<file path="config.mk">
export PLATFORM = sky130hd
export DESIGN_NAME = bouncing_box_renderer
export DESIGN_NICKNAME = d
export VERILOG_FILES = /design/src/rtl/bouncing_box_renderer.sv
export SDC_FILE = /design/constraint.sdc
export NUM_CORES = 1
export LEC_CHECK = 0
export BUFFER_PORTS_ARGS = -buffer_cell sky130_fd_sc_hd__buf_2
export CELL_PAD_IN_SITES_DETAIL_PLACEMENT = 1
export CELL_PAD_IN_SITES_GLOBAL_PLACEMENT = 1
export CORE_ASPECT_RATIO = 1.2
export CORE_UTILIZATION = 46
export DETAILED_ROUTE_END_ITERATION = 16
export PLACE_DENSITY_LB_ADDON = 0.2
export SLEW_MARGIN = 20
export SYNTH_ARGS = -nofsm -noshare
export SYNTH_HDL_FRONTEND = slang
export SYNTH_SLANG_ARGS = --single-unit
</file>
<file path="constraint.sdc">
create_clock -name Clock -period 4.4 [get_ports Clock]
set_clock_uncertainty 0.1 [all_clocks]
set_input_delay 0.88 -clock Clock [delete_from_list [all_inputs] [get_ports Clock]]
set_output_delay 0.88 -clock Clock [all_outputs]
set_load 0.02 [all_outputs]
</file>
<file path="src/rtl/bouncing_box_renderer.sv">
// Colour stage behind the VGA timing controller: a solid square bouncing on a flat background.
// Optional 1-pixel white screen border is enabled by defining BOUNCE_BORDER_EN.
//
// state | meaning
// FWD   | axis moving right (X) or down (Y)
// REV   | axis moving left (X) or up (Y)
module bouncing_box_renderer #(
  parameter int          SCREEN_W = 800,
  parameter int          SCREEN_H = 600,
  parameter int          BOX_SIZE = 32,
  parameter int          STEP     = 2,
  parameter logic [23:0] BOX_RGB  = 24'hFF0000,
  parameter logic [23:0] BG_RGB   = 24'h000080
) (
  input  logic        Clock,
  input  logic        Reset_n,
  input  logic        Enable,
  input  logic [11:0] nextX,
  input  logic [11:0] nextY,
  input  logic        blank_in_n,
  input  logic        sync_in_n,
  input  logic        hSync_in_n,
  input  logic        vSync_in_n,
  output logic [7:0]  Red,
  output logic [7:0]  Green,
  output logic [7:0]  Blue,
  output logic        blank_n,
  output logic        sync_n,
  output logic        hSync_n,
  output logic        vSync_n,
  output logic [11:0] boxX,
  output logic [11:0] boxY
);

  typedef enum logic {FWD, REV} dir_t;

  localparam logic [12:0] MAX_X  = 13'(SCREEN_W - BOX_SIZE);
  localparam logic [12:0] MAX_Y  = 13'(SCREEN_H - BOX_SIZE);
  localparam logic [12:0] SIZE13 = 13'(BOX_SIZE);
  localparam logic [12:0] STEP13 = 13'(STEP);
  localparam logic [11:0] STEP12 = 12'(STEP);

  logic [11:0] x_d1, y_d1;
  logic        blank_d1, sync_d1, hs_d1, vs_d1;
  logic        vs_prev, frame_evt;
  dir_t        dir_x, dir_y;
  logic        hit;
  logic [23:0] pix_rgb;

  // Stage 1: register position and timing.
  always_ff @(posedge Clock or negedge Reset_n) begin
    if (!Reset_n) begin
      x_d1     <= '0;
      y_d1     <= '0;
      blank_d1 <= 1'b0;
      sync_d1  <= 1'b1;
      hs_d1    <= 1'b1;
      vs_d1    <= 1'b1;
    end else begin
      x_d1     <= nextX;
      y_d1     <= nextY;
      blank_d1 <= blank_in_n;
      sync_d1  <= sync_in_n;
      hs_d1    <= hSync_in_n;
      vs_d1    <= vSync_in_n;
    end
  end

  // Widened by one bit so boxX+BOX_SIZE cannot wrap.
  assign hit = ({1'b0, x_d1} >= {1'b0, boxX}) && ({1'b0, x_d1} < {1'b0, boxX} + SIZE13) &&
               ({1'b0, y_d1} >= {1'b0, boxY}) && ({1'b0, y_d1} < {1'b0, boxY} + SIZE13);

  always_comb begin
    pix_rgb = hit ? BOX_RGB : BG_RGB;
`ifdef BOUNCE_BORDER_EN
    if (x_d1 == 12'd0 || x_d1 == 12'(SCREEN_W - 1) ||
        y_d1 == 12'd0 || y_d1 == 12'(SCREEN_H - 1))
      pix_rgb = 24'hFFFFFF;
`endif
    if (!blank_d1) pix_rgb = '0;
  end

  // Stage 2: registered colour and forwarded timing.
  always_ff @(posedge Clock or negedge Reset_n) begin
    if (!Reset_n) begin
      {Red, Green, Blue} <= '0;
      blank_n            <= 1'b0;
      sync_n             <= 1'b1;
      hSync_n            <= 1'b1;
      vSync_n            <= 1'b1;
    end else begin
      {Red, Green, Blue} <= pix_rgb;
      blank_n            <= blank_d1;
      sync_n             <= sync_d1;
      hSync_n            <= hs_d1;
      vSync_n            <= vs_d1;
    end
  end

  // vs_prev resets low so a vSync already low at release is not taken as an edge.
  always_ff @(posedge Clock or negedge Reset_n) begin
    if (!Reset_n) begin
      vs_prev   <= 1'b0;
      frame_evt <= 1'b0;
      boxX      <= '0;
      boxY      <= '0;
      dir_x     <= FWD;
      dir_y     <= FWD;
    end else begin
      vs_prev   <= vSync_in_n;
      frame_evt <= vs_prev & ~vSync_in_n & Enable;
      if (frame_evt) begin
        if (dir_x == FWD) begin
          if ({1'b0, boxX} + STEP13 >= MAX_X) begin
            boxX  <= MAX_X[11:0];
            dir_x <= REV;
          end else begin
            boxX <= boxX + STEP12;
          end
        end else begin
          if (boxX <= STEP12) begin
            boxX  <= '0;
            dir_x <= FWD;
          end else begin
            boxX <= boxX - STEP12;
          end
        end
        if (dir_y == FWD) begin
          if ({1'b0, boxY} + STEP13 >= MAX_Y) begin
            boxY  <= MAX_Y[11:0];
            dir_y <= REV;
          end else begin
            boxY <= boxY + STEP12;
          end
        end else begin
          if (boxY <= STEP12) begin
            boxY  <= '0;
            dir_y <= FWD;
          end else begin
            boxY <= boxY - STEP12;
          end
        end
      end
    end
  end

endmodule

</file>
==> impl_metrics.csv <==
group,metric,value,unit
worst_setup_path,r2r-start,"boxY[5]",
layout,finalInstanceArea,0.00458,mm2
worst_setup_path,crit_arrival,3180,ps
pwr,power_switching,0.945,mW
pwr,p_sw_frac,0.443,
pwr,p_clk_frac,0.202,
pwr,internal_power,1.19,mW
clock_tree,clock_latency,350,ps
pwr,p_leak,2.09,nW
pwr,power,2.13,mW
global_route,grt_usage,0.250,
worst_setup_path,crit_buf_inv,0,
worst_hold_path,hold_class,"reg2reg",
routing,drt_first_pass_iters,4,
place,numPortBuffers,63,
yosys,synth_compound_area_frac,0.222,
global_route,grt_pass1_vias,3646,
timing,slew_violations,0,
routing,wl,10800,um
routing,num_vias,3550,
yosys,synth_flop_cell,"dfrtp_1",
yosys,ys_seq_area_frac,0.350,
clock_tree,cts_resized,0,
timing,min_period_over_period,0.690,
yosys,synthesis.area,0.00416,mm2
yosys,synth.distinct_cells,73,
timing,setup_viol,0,
worst_setup_path,slowest_delay,620,ps
pwr,pwr-share-seq,0.367,
worst_setup_path,endpoint_kind,"register",
timing,min_period,3030,ps
worst_setup_path,cpMostUsedCell,"ha_1",
clock_tree,cts_max_level,3,
global_route,antenna_found_initial,0,
clock_tree,numCtsBuffers,9,
worst_setup_path,rrSetupSlack,1370,ps
worst_setup_path,cpLargestDelayFamily,"compound AO/OA/AOI/OAI gates",
timing,worst_pin_slew,891,ps
place,post-place-ws,1410,ps
routing,drc,0,
yosys,synthSimpleGateAreaFrac,0.151,
yosys,avgSynthCellArea,9.32,um2
yosys,synth-xor-area-share,0.0400,
timing,rsz0062_at_grt,"no",
floorplan,dieWidth,88.9,um
layout,antenna_cells,0,
place,placed_cells,598,
clock_tree,cts.path.max_buffers,2,
layout,multi_input_area,0.00237,mm2
routing,wl_per_cell,17.6,um
floorplan,die_area,0.00944,mm2
clock_tree,clkSlewWorstSetupHoldPaths,70,ps
worst_setup_path,cp-start-kind,"register",
global_route,grt_overflow,0,
floorplan,start_util,0.481,
place,gp_congestion,0.866,
floorplan,core-area,0.00866,mm2
timing,hold_ws,258,ps
layout,n_fill_cell,1042,
timing,max_freq,330,MHz
layout,ff_latch_area,0.00146,mm2
status,status,"completed",
clock_tree,cts-root-buf,"clkbuf_8",
global_route,grt_first_pass_wirelength,17900,um
floorplan,die_h,106,um
clock_tree,cts.sinks,58,
yosys,synth-edff-count,0,
layout,drive_above_1_share,0.193,
yosys,synth_top_family_by_area,"compound AO/OA/AOI/OAI gates",
timing,fin_ws,1370,ps
worst_setup_path,crit_fanout,14,
layout,layout_commonest_cell,"buf_2",
yosys,async_flop_share,1.00,
clock_tree,hold_buffers,0,
routing,postRouteAntennaNets,0,
layout,final-instance-count-excl-fill,614,
timing,hold_violations,0,
pwr,power_density,466,mW/mm2
worst_setup_path,timing_worst_setup_path_type,"reg2reg",
pwr,ir_drop,0.242,mV
worst_hold_path,whs_endpoint,"vSync_n",
flow_run,maxCapViolations,0,
worst_hold_path,min_from,"vs_d1",
global_route,grt_max_degree,40,
yosys,synthMuxAreaShare,0.00270,
place,dp_hpwl,8030,um
worst_hold_path,min_delay_path_depth,0,
routing,drtIter0Drc,168,
layout,final_core_util,0.529,
routing,drt-vias-per-instance,5.78,
worst_setup_path,crit_path_cell_trace,"ha_1, and3_1, nand3_1, xnor2_1, ha_1, a211o_1, a211oi_1, o2111ai_1, o31a_1",
timing,timing.setup.tns,0,ps
place,placed_area,0.00441,mm2
worst_setup_path,worst_r2r_endpoint,"Blue[7]",
floorplan,io_pins,83,
worst_setup_path,rr_worst_depth,9,
worst_setup_path,crit_slowest_cell,"dfrtp_1",
yosys,yosys_warnings,0,
yosys,synth-adder-area-share,0.138,
layout,syn_to_final_growth,9.89,%
yosys,synth_seq_cells,58,
layout,nNetsFinal,569,
clock_tree,cts_setup_buffers,0,
pwr,p_comb_frac,0.431,
timing,slew_headroom,0.406,
clock_tree,cts_tree,"built",
layout,mostFrequentLayoutCells,"buf_2, dfrtp_1, ha_1",
floorplan,std_cell_rows,37,
worst_setup_path,critical_path_required,4540,ps
yosys,syn_inst,447,
## logic make-up (layout without fill, tap and decap cells)
| group | after synthesis | after routing |
|---|---|---|
| other | 1 | 17 |
| XOR/XNOR | 19 | 19 |
| AND/OR/NAND/NOR | 116 | 116 |
| multiplexers | 1 | 1 |
| flip-flops | 58 | 58 |
| adder cells (fa/ha/maj) | 46 | 46 |
| buffers and inverters | 76 | 110 |
| AO/OA/AOI/OAI | 130 | 130 |
## final cells by class
| cell class | instances | area share |
|---|---|---|
| repair buffers | 65 | 0.0722 |
| multi-input cells | 329 | 0.517 |
| clock inverters | 3 | 0.00328 |
| well taps | 117 | 0.0320 |
| clock buffers | 13 | 0.0325 |
| inverters | 29 | 0.0238 |
| flip-flops and latches | 58 | 0.319 |
## registers in the layout (all words and copies together) (netlist names), 11 cells and up
signal / cells
x_d1: 11
boxY: 11
y_d1: 11
boxX: 11
## worst max path at each step
stage | cells past startpoint | slack (ps) | start | endpoint
2_1_floorplan | 10 | 1570 | boxY[5] | Blue[7]
3_3_place_gp | 9 | 1520 | boxY[5] | Blue[7]
3_5_place_dp | 9 | 1410 | boxY[5] | Blue[7]
4_1_cts | 9 | 1370 | boxY[5] | Blue[7]
5_1_grt | 9 | 1150 | boxY[5] | Red[6]
6_report | 9 | 1370 | boxY[5] | Blue[7]
## layer usage
metal	wire, um	GRT usage
met1	5020	0.331
met2	5180	0.409
met3	446	0.0419
met4	183	0.0864
met5	0	0
## power groups by stage
stage               combinational (mW)  clock (mW)  sequential [mW]
floorplan                        0.702           0            0.749
global placement                 0.872           0            0.783
detailed placement               0.918           0            0.788
CTS                              0.924       0.436            0.781
global route                      1.03       0.463            0.799
finish                           0.920       0.430            0.784
## synth_stat cells (4+ instances only)
library cell / n / share of area
buf_2: 10 / 0.012
nor2_1: 22 / 0.020
a21o_1: 11 / 0.020
buf_4: 24 / 0.043
nand2_1: 28 / 0.025
xnor2_1: 19 / 0.040
o21a_1: 9 / 0.016
and3_1: 5 / 0.0075
dfrtp_1: 52 / 0.31
o21ai_0: 25 / 0.030
o211ai_1: 4 / 0.0072
clkbuf_1: 8 / 0.0072
nand4_1: 8 / 0.012
dfstp_2: 6 / 0.038
nor3_1: 13 / 0.016
and4_1: 4 / 0.0084
inv_1: 26 / 0.023
o31ai_1: 5 / 0.0090
a211oi_1: 4 / 0.0072
ha_1: 46 / 0.14
a21oi_1: 24 / 0.029
a31oi_1: 7 / 0.011
nand3_1: 12 / 0.014
o41ai_1: 4 / 0.0084
Power figures use the tool's default switching activity.
